`config.mk`:
```
export PLATFORM = sky130hd
export DESIGN_NAME = tbuf_bus_arbiter
export DESIGN_NICKNAME = d
export VERILOG_FILES = /design/src/rtl/tbuf_arb_pkg.sv /design/src/rtl/tbuf_bus_arbiter_rr_pick.sv /design/src/rtl/tbuf_bus_arbiter.sv
export SDC_FILE = /design/constraint.sdc
export NUM_CORES = 1
export LEC_CHECK = 0
export ABC_AREA = 1
export CAP_MARGIN = 20
export CORE_MARGIN = 2
export CORE_UTILIZATION = 45
export DETAILED_ROUTE_END_ITERATION = 12
export PLACE_DENSITY = 0.71
export SLEW_MARGIN = 20
export SYNTH_ARGS = -nofsm -noshare
export SYNTH_HDL_FRONTEND = slang
export SYNTH_SLANG_ARGS = --single-unit
```
`constraint.sdc`:
```
create_clock -name clk -period 1.25 [get_ports clk]
set_input_delay 0.1875 -clock clk [delete_from_list [all_inputs] [get_ports clk]]
set_output_delay 0.1875 -clock clk [all_outputs]
set_load 0.05 [all_outputs]
```
`src/rtl/tbuf_arb_pkg.sv`:
```
// Shared types and constants for the tristate bus arbiter.
package tbuf_arb_pkg;

  typedef enum logic [1:0] {
    IDLE  = 2'd0,
    GRANT = 2'd1,
    TURN  = 2'd2
  } state_t;

  localparam int TURN_W  = 3;
  localparam int OWNER_W = 3;

  // Next round-robin start index after idx, wrapping at n.
  function automatic int rr_next(input int idx, input int n);
    if (idx >= n - 1) begin
      return 0;
    end else begin
      return idx + 1;
    end
  endfunction

endpackage

```
`src/rtl/tbuf_bus_arbiter_rr_pick.sv`:
```
// Combinational round-robin picker: first set request at or after ptr,
// found by a priority encode over the request vector doubled and masked below ptr.
module rr_pick #(
  parameter int N_REQ = 4,
  parameter int PTR_W = 2
) (
  input  logic [N_REQ-1:0] req,
  input  logic [PTR_W-1:0] ptr,
  output logic [N_REQ-1:0] one_hot,
  output logic [PTR_W-1:0] index,
  output logic             any
);

  logic [2*N_REQ-1:0] masked;
  logic               found;

  // Mask the low copy below ptr, then take the lowest set bit of the doubled vector.
  always_comb begin
    masked  = {req, req};
    found   = 1'b0;
    index   = {PTR_W{1'b0}};
    one_hot = {N_REQ{1'b0}};
    for (int i = 0; i < N_REQ; i++) begin
      if (i < int'(ptr)) begin
        masked[i] = 1'b0;
      end else begin
        masked[i] = req[i];
      end
    end
    for (int i = 0; i < 2 * N_REQ; i++) begin
      if (!found && masked[i]) begin
        found = 1'b1;
        index = PTR_W'(i % N_REQ);
      end else begin
        found = found;
      end
    end
    any = found;
    if (found) begin
      one_hot[index] = 1'b1;
    end else begin
      one_hot = {N_REQ{1'b0}};
    end
  end

endmodule

```
`src/rtl/tbuf_bus_arbiter.sv`:
```
// Round-robin owner arbiter for a shared tristate net with a forced
// all-off turnaround between owners and a bounded hold time under contention.
module tbuf_bus_arbiter
  import tbuf_arb_pkg::*;
#(
  parameter int N_REQ      = 4,
  parameter int TURNAROUND = 1,
  parameter int MAX_HOLD   = 8
) (
  input  logic             clk,
  input  logic             rst,
  input  logic [N_REQ-1:0] req,
  output logic [N_REQ-1:0] gnt,
  output logic [N_REQ-1:0] oen_n,
  output logic [2:0]       owner,
  output logic             busy,
  output logic             preempt
);

  localparam int PTR_W  = $clog2(N_REQ);
  localparam int HOLD_W = $clog2(MAX_HOLD);

  state_t              state;
  logic [PTR_W-1:0]    rr_ptr;
  logic [HOLD_W-1:0]   hold_cnt;
  logic [TURN_W-1:0]   turn_cnt;

  logic [N_REQ-1:0]    pick_one_hot;
  logic [PTR_W-1:0]    pick_index;
  logic                pick_any;

  logic [PTR_W-1:0]    owner_idx;
  logic                owner_req;
  logic                contender;
  logic                hold_at_max;
  logic                turn_done;
  logic [PTR_W-1:0]    next_ptr;

  rr_pick #(
    .N_REQ (N_REQ),
    .PTR_W (PTR_W)
  ) u_pick (
    .req     (req),
    .ptr     (rr_ptr),
    .one_hot (pick_one_hot),
    .index   (pick_index),
    .any     (pick_any)
  );

  // Release conditions and rotation pointer derived from the current owner.
  always_comb begin
    owner_idx   = owner[PTR_W-1:0];
    owner_req   = req[owner_idx];
    contender   = |(req & ~gnt);
    hold_at_max = (hold_cnt == HOLD_W'(MAX_HOLD - 1));
    turn_done   = (turn_cnt == TURN_W'(TURNAROUND - 1));
    next_ptr    = PTR_W'(rr_next(int'(owner_idx), N_REQ));
  end

  // Arbiter FSM; gnt and oen_n are driven only from these flops.
  always_ff @(posedge clk) begin
    if (rst) begin
      state    <= IDLE;
      gnt      <= {N_REQ{1'b0}};
      oen_n    <= {N_REQ{1'b1}};
      owner    <= 3'd0;
      busy     <= 1'b0;
      preempt  <= 1'b0;
      rr_ptr   <= {PTR_W{1'b0}};
      hold_cnt <= {HOLD_W{1'b0}};
      turn_cnt <= {TURN_W{1'b0}};
    end else begin
      preempt <= 1'b0;
      case (state)
        IDLE: begin
          if (pick_any) begin
            state    <= GRANT;
            gnt      <= pick_one_hot;
            oen_n    <= ~pick_one_hot;
            owner    <= OWNER_W'(pick_index);
            busy     <= 1'b1;
            hold_cnt <= {HOLD_W{1'b0}};
          end else begin
            state <= IDLE;
          end
        end
        GRANT: begin
          // A voluntary drop wins over a coincident hold-limit preempt.
          if (!owner_req || (hold_at_max && contender)) begin
            state    <= TURN;
            gnt      <= {N_REQ{1'b0}};
            oen_n    <= {N_REQ{1'b1}};
            busy     <= 1'b0;
            preempt  <= owner_req;
            rr_ptr   <= next_ptr;
            turn_cnt <= {TURN_W{1'b0}};
          end else if (!hold_at_max) begin
            hold_cnt <= hold_cnt + HOLD_W'(1);
          end else begin
            hold_cnt <= hold_cnt;
          end
        end
        TURN: begin
          if (turn_done) begin
            if (pick_any) begin
              state    <= GRANT;
              gnt      <= pick_one_hot;
              oen_n    <= ~pick_one_hot;
              owner    <= OWNER_W'(pick_index);
              busy     <= 1'b1;
              hold_cnt <= {HOLD_W{1'b0}};
            end else begin
              state <= IDLE;
            end
          end else begin
            turn_cnt <= turn_cnt + TURN_W'(1);
          end
        end
        default: begin
          state <= IDLE;
          gnt   <= {N_REQ{1'b0}};
          oen_n <= {N_REQ{1'b1}};
          busy  <= 1'b0;
        end
      endcase
    end
  end

endmodule

```
==> impl_metrics.env, run 1 <==
export IMPL_drt_pre_antenna_iters=4
export IMPL_grt_usage_pct=26.1
export IMPL_dp_hpwl_mm=2.38
export IMPL_critical_path_slowest_cell="dfxtp_4"
export IMPL_yosysTopAreaCell="dfxtp_1"
export IMPL_grt_pass1_wl_mm=6.55
export IMPL_peakVddDrop_uv=945
export IMPL_arrival_ps=1710
export IMPL_drc=0
export IMPL_hp_class="in2reg"
export IMPL_die_width_um=56.6
export IMPL_final_layout_size_suffix_gt1_share_pct=60.5
export IMPL_antenna_found_initial=0
export IMPL_clock_fmax_ghz=0.692
export IMPL_dp_cells=248
export IMPL_pre_cts_ws_ps=-532
export IMPL_coreArea_um2=2690
export IMPL_synth_fp_nets=188
export IMPL_status="complete, but fails checks"
export IMPL_endpoint_kind="flop"
export IMPL_fin_nets=250
export IMPL_ff_latch_area_um2=477
export IMPL_hold_viol=0
export IMPL_synth_cells=177
export IMPL_grt_max_degree=14
export IMPL_p_per_area_nw_per_um2=1130
export IMPL_place_congestion=0.842
export IMPL_yosysSeqAreaShare_pct=35.3
export IMPL_port_buffers=17
export IMPL_wirelength_mm=4.00
export IMPL_first_iter_violations=70
export IMPL_ant_nets=0
export IMPL_ys_warnings_count=0
export IMPL_startpoint_type="flop"
export IMPL_worst_slack_ps=-196
export IMPL_ys_types=27
export IMPL_clk_pin_slew_worst_paths_ps=130
export IMPL_fin_util_pct=81.6
export IMPL_htree_levels=1
export IMPL_numCtsBuffers=3
export IMPL_rows=19
export IMPL_critical_path_class="reg2reg"
export IMPL_cpMostUsedCell="nand2_2"
export IMPL_synth_seq_cells=22
export IMPL_critPathBufInv=1
export IMPL_syn_to_final_growth_pct=75.8
export IMPL_leakagePower_nw=1.01
export IMPL_tritoncts="built"
export IMPL_finalSetupViolations=21
export IMPL_maxSlewViolCount=0
export IMPL_fillers=163
export IMPL_die_area_um2=3210
export IMPL_grt_overflow_total=0
export IMPL_fin_total_pwr_mw=2.47
export IMPL_rsz0062_at_grt="yes"
export IMPL_synth_area_leaders="dfxtp_1 (35%), nand2_1 (15%), nand3_1 (6.0%)"
export IMPL_holdWs_ps=452
export IMPL_num_io_pins=19
export IMPL_async_flop_share_pct=0
export IMPL_yosysMostFrequentCell="nand2_1"
export IMPL_finClkSkew_ps=6.76
export IMPL_syn_area_per_cell_um2=7.04
export IMPL_post_drt_wl_per_cell_um=14.9
export IMPL_finalCriticalPeriod_ps=1450
export IMPL_diodes=0
export IMPL_cp_required_ps=1510
export IMPL_layout_cells_non_filler=269
export IMPL_multi_input_area_um2=913
export IMPL_syn_area_um2=1250
export IMPL_routed_via_count=1412
export IMPL_clkLatencyLatePin_ps=320
export IMPL_clkSinkCount=22
export IMPL_crit_family="simple AND/OR/NAND/NOR gates"
export IMPL_violations="negative setup slack"
export IMPL_synth_main_ff_cell="dfxtp_1"
export IMPL_cap_viol_max_count=0
export IMPL_die_h_um=56.6
export IMPL_synth_edf_count=0
export IMPL_clockBufferDepth=2
export IMPL_crit_path_max_fanout=5
export IMPL_crit_chain="nand2_2 -> nand2_2 -> nand2_4 -> nor2_4 -> nand4_1 -> buf_6 -> nand2_4 -> nor2_4 -> nand2_2 -> nand2_2 -> nor2_2"
export IMPL_vias_per_cell=5.25
export IMPL_fin_crit_sh_pct=116
export IMPL_synthTopCellsByCount="nand2_1 (51), dfxtp_1 (22), inv_1 (18)"
export IMPL_grt_pass1_vias=1444
export IMPL_synth_top_area_share_pct=35.3
export IMPL_root_buffer="clkbuf_4"
export IMPL_initial_core_util_pct=46.4
export IMPL_max_stage_delay_ps=390
-- worst min-delay path, delay by kind of cell --
family          cells  cell delay (ps)
compound gates      1              120
simple gates        2              140
buf+inv             1              300
-- cell usage in the layout, fill, tap and decap left out --
cell,synthesis,layout
bufinv_16,0,1
nor2_1,11,8
dfxtp_1,22,9
ha_4,0,3
a21oi_1,11,2
clkinv_1,3,3
nand3_4,1,3
o21ai_1,3,2
nor2_2,6,6
o21ai_2,0,3
conb_1,1,1
nand3_2,2,6
or2_2,1,1
nand2_2,5,17
inv_2,4,12
nor2_4,2,5
buf_4,1,35
clkbuf_4,0,3
nand2_4,3,6
xnor2_1,1,1
o211ai_1,2,2
nand3_1,15,11
buf_12,0,12
dlygate4sd2_1,0,4
a21oi_4,1,1
dfxtp_4,0,8
dfxtp_2,0,5
o21ai_4,0,1
ha_1,5,2
a21oi_2,1,10
nand4_1,2,2
inv_1,18,10
clkdlybuf4s50_1,0,1
buf_6,1,6
nand2_1,51,36
-- stage by stage --
step | area [um2] | setup TNS, ps
CTS | 2050 | -1750
detailed placement | 1820 | -9530
global placement | 1820 | -8560
finish | 2190 | -2990
global route | 2190 | -4800
floorplan | 1320 | -365
-- kinds of logic (layout without fill, tap and decap cells) --
logic type	Yosys count	in the layout	share of synthesized area, %
AO/OA/AOI/OAI	21	21	10.0
XOR/XNOR	1	1	0.703
adder cells (fa/ha/maj)	5	5	5.02
buffers and inverters	28	87	9.34
flip-flops	22	22	35.3
other	1	1	0.301
AND/OR/NAND/NOR	99	101	39.3
-- final cells by class --
class	count	area share, %
clock buffers	3	1.03
flip-flops and latches	22	21.8
inverters	25	4.28
well taps	31	1.77
repair buffers	58	28.1
multi-input cells	129	41.7
clock inverters	1	1.37
-- timing repair --
item                                    CTS  global route
pin swaps                                22            12
endpoints found under the setup margin   21            22
resized for setup                        38            27
hold buffers                              0             0
gates cloned                              2             0
buffers inserted                          9             6
-- path summary, 6_finish.rpt --
| check | from | endpoint | slack [ps] | depth (start not counted) |
|---|---|---|---|---|
| min | req[0] | oen_n[0] | 450 | 4 |
| max reg2reg | rr_ptr[0] | gnt[2] | -200 | 11 |
| max | rr_ptr[0] | gnt[2] | -200 | 11 |
| min reg2reg | rr_ptr[1] | rr_ptr[1] | 500 | 2 |
-- state kept, by name (all words and copies together) (netlist names) --
name      flops
rr_ptr        2
gnt           4
turn_cnt      3
owner         2
preempt       1
hold_cnt      3
busy          1
oen_n         4
state         2
-- report_power, final --
group / internal, mW / switching [mW]
Sequential: 0.777 / 0.0787
Combinational: 0.483 / 0.581
Clock: 0.324 / 0.228
-- metal layers --
metal / wire length, um / GRT usage [%] / share of wire, %
met5: 0 / 0 / 0
met4: 99 / 12.2 / 2.5
met3: 140 / 3.23 / 3.5
met2: 2190 / 48.7 / 55
met1: 1560 / 28.8 / 39
Power figures use the tool's default switching activity.
==> inputs of run 2 (changes only) <==
--- a/config.mk
+++ b/config.mk
@@ -14,4 +14,5 @@
 export SLEW_MARGIN = 20
 export SYNTH_ARGS = -nofsm -noshare
 export SYNTH_HDL_FRONTEND = slang
+export SYNTH_HIERARCHICAL = 1
 export SYNTH_SLANG_ARGS = --single-unit
==> impl_metrics.env, run 2 <==
export IMPL_htree_levels=1
export IMPL_wirelength_mm=3.91
export IMPL_grt_pass1_wl_mm=5.95
export IMPL_endpoint_kind="flop"
export IMPL_clockBufferDepth=2
export IMPL_grt_overflow_total=0
export IMPL_whs_path_depth=2
export IMPL_startpoint_type="flop"
export IMPL_dp_hpwl_mm=2.53
export IMPL_hold_viol=0
export IMPL_post_drt_wl_per_cell_um=14.7
export IMPL_r2r_end="hold_cnt[1]"
export IMPL_finalSetupViolations=19
export IMPL_r2r_start="rr_ptr[1]"
export IMPL_grt_usage_pct=23.2
export IMPL_p_per_area_nw_per_um2=1210
export IMPL_rsz0062_at_grt="yes"
export IMPL_place_congestion=0.827
export IMPL_grt_pass1_vias=1386
export IMPL_synth_edf_count=0
export IMPL_peakVddDrop_uv=925
export IMPL_port_buffers=17
export IMPL_die_h_um=57.9
export IMPL_drc=0
export IMPL_synth_seq_cells=22
export IMPL_syn_to_final_growth_pct=69.4
export IMPL_cts_hold_buf=0
export IMPL_crit_path_max_fanout=6
export IMPL_synthTopCellsByCount="nand2_1 (44), inv_1 (25), dfxtp_1 (22)"
export IMPL_ys_types=30
export IMPL_clk_pin_slew_worst_paths_ps=140
export IMPL_cap_viol_max_count=0
export IMPL_clkSinkCount=22
export IMPL_yosysTopAreaCell="dfxtp_1"
export IMPL_yosysSeqAreaShare_pct=33.7
export IMPL_crit_end="hold_cnt[1]"
export IMPL_p_seq_share_pct=33.2
export IMPL_reg_largest_list="gnt x4, oen_n x4"
export IMPL_fin_nets=246
export IMPL_diodes=0
export IMPL_yosysMostFrequentCell="nand2_1"
export IMPL_arrival_ps=1760
export IMPL_syn_area_per_cell_um2=7.31
export IMPL_root_buffer="clkbuf_4"
export IMPL_synth_fp_nets=190
export IMPL_synth_main_ff_cell="dfxtp_1"
export IMPL_antenna_found_initial=0
export IMPL_syn_area_um2=1310
export IMPL_drt_pre_antenna_iters=4
export IMPL_crit_family="simple AND/OR/NAND/NOR gates"
export IMPL_numCtsBuffers=3
export IMPL_ys_warnings_count=6
export IMPL_grt_max_degree=14
export IMPL_die_area_um2=3360
export IMPL_clock_fmax_ghz=0.656
export IMPL_hp_class="reg2reg"
export IMPL_ant_nets=0
export IMPL_num_io_pins=19
export IMPL_critical_path_slowest_cell="dfxtp_4"
export IMPL_leakagePower_nw=1.07
export IMPL_worst_slack_ps=-275
export IMPL_crit_chain="nor2_2 -> nand2_2 -> nand2_2 -> nor2_4 -> nand3_4 -> inv_4 -> nor2_4 -> inv_2 -> nand2_4 -> a21oi_2 -> nor2_1"
export IMPL_die_width_um=57.9
export IMPL_violations="negative setup slack"
export IMPL_synth_area_leaders="dfxtp_1 (34%), nand2_1 (13%), inv_1 (7.2%)"
export IMPL_finalCriticalPeriod_ps=1520
export IMPL_cp_required_ps=1480
export IMPL_final_common_cell="nand2_1"
export IMPL_cp_num_cells=11
export IMPL_async_flop_share_pct=0
export IMPL_routed_via_count=1425
export IMPL_initial_core_util_pct=47.5
export IMPL_worst_r2r_setup_slack_ps=-270
export IMPL_switching_share_pct=39.7
export IMPL_final_cell_mix="nand2_1 (33), buf_4 (32), inv_1 (20), buf_12 (13), nand2_2 (12)"
export IMPL_crit_path_start="rr_ptr[1]"
export IMPL_fin_util_pct=80.4
export IMPL_power_switching_mw=1.06
export IMPL_synth_top_area_share_pct=33.7
export IMPL_rows=19
export IMPL_maxSlewViolCount=0
export IMPL_vias_per_cell=5.38
export IMPL_rr_worst_depth=11
export IMPL_cellInternalPower_mw=1.62
export IMPL_first_iter_violations=39
export IMPL_power_share_clock_pct=18.3
export IMPL_pre_cts_ws_ps=-573
export IMPL_synth_cells=179
export IMPL_pwr_share_comb_pct=48.5
export IMPL_fin_total_pwr_mw=2.68
export IMPL_critical_path_class="reg2reg"
export IMPL_coreArea_um2=2760
export IMPL_finClkSkew_ps=5.07
export IMPL_status="complete, but fails checks"
export IMPL_max_stage_delay_ps=410
export IMPL_fin_crit_sh_pct=122
export IMPL_tritoncts="built"
export IMPL_clkLatencyLatePin_ps=320
export IMPL_critPathBufInv=2
export IMPL_final_layout_size_suffix_gt1_share_pct=56.8
==> run 2: changes by cell type after synthesis, sizes merged <==
cell / previous run / this run
xor2: 0 / 1
inv: 22 / 29
a21oi: 13 / 17
nand3: 18 / 15
a211oi: 0 / 1
buf: 2 / 1
nor2: 19 / 18
xnor2: 1 / 0
nor3: 0 / 2
nand2: 59 / 53
clkinv: 3 / 1
nand4: 2 / 3
==> run 2: layout make-up <==
class,count,area [um2]
Clock buffer,4,47.5
Fill cell,163,541
Inverter,30,118
Multi-Input combinational cell,127,970
Sequential cell,22,475
Tap cell,31,38.8
Timing Repair Buffer,51,568
==> run 2: power groups by stage <==
stage	clock [mW]	sequential, mW	combinational [mW]
final	0.490	0.890	1.30
after global routing	0.523	0.900	1.39
after CTS	0.493	0.874	1.15
after detailed placement	0	0.883	1.08
after global placement	0	0.878	1.05
after floorplan	0	1.03	0.479
==> run 2: through the flow <==
stage	TNS (ps)	hold WS, ps	cell area [um2]	std cells
3_3_place_gp	-8700	460	1900	253
4_1_cts	-3350	487	2030	260
5_1_grt	-5400	535	2220	265
6_report	-3670	511	2220	265
2_1_floorplan	-550	266	1370	179
3_5_place_dp	-10380	463	1900	253
==> run 2: what timing repair did <==
action | in CTS | in global routing
pin swaps | 13 | 19
gates resized for setup | 21 | 34
setup endpoints to repair | 22 | 22
gates cloned | 1 | 1
setup buffers | 2 | 4
==> run 2: cells by family (layout without fill, tap and decap cells) <==
family                     after synthesis  after routing  share of synthesized area [%]
AOI/OAI and AO/OA                       26             26                           13.7
xor gates and xnor gates                 1              1                          0.669
adders and majority gates                5              5                           4.78
buffers and inverters                   32             85                           9.66
DFF                                     22             22                           33.7
other                                    1              1                          0.287
and+or+nand+nor                         92             94                           37.3
==> run 2: metal layers <==
| layer | GRT usage (%) | wire length [um] | up-vias | part of all wire, % |
|---|---|---|---|---|
| met5 | 0 | 0 | - | 0 |
| met4 | 11.3 | 139 | 0 | 3.6 |
| met3 | 2.90 | 122 | 16 | 3.1 |
| met2 | 42.0 | 2050 | 38 | 53 |
| met1 | 26.6 | 1590 | 690 | 41 |
| li1 | - | - | 681 | - |
==> run 2: how the worst min path moves through the flow <==
stage	startpoint	to	slack (ps)
after floorplan	rst	busy	270
final	rr_ptr[1]	rr_ptr[1]	510
after detailed placement	rr_ptr[1]	rr_ptr[1]	460
after global placement	rr_ptr[1]	rr_ptr[1]	460
after global routing	rr_ptr[1]	rr_ptr[1]	530
after CTS	rr_ptr[1]	rr_ptr[1]	490
==> run 2: worst register-to-register path, stage by stage (launching register included) <==
cell and delay (ps):
dfxtp_4 410, nor2_2 40, nand2_2 70, nand2_2 80, nor2_4 190, nand3_4 130, inv_4 110, nor2_4 60
inv_2 60, nand2_4 80, a21oi_2 140, nor2_1 70
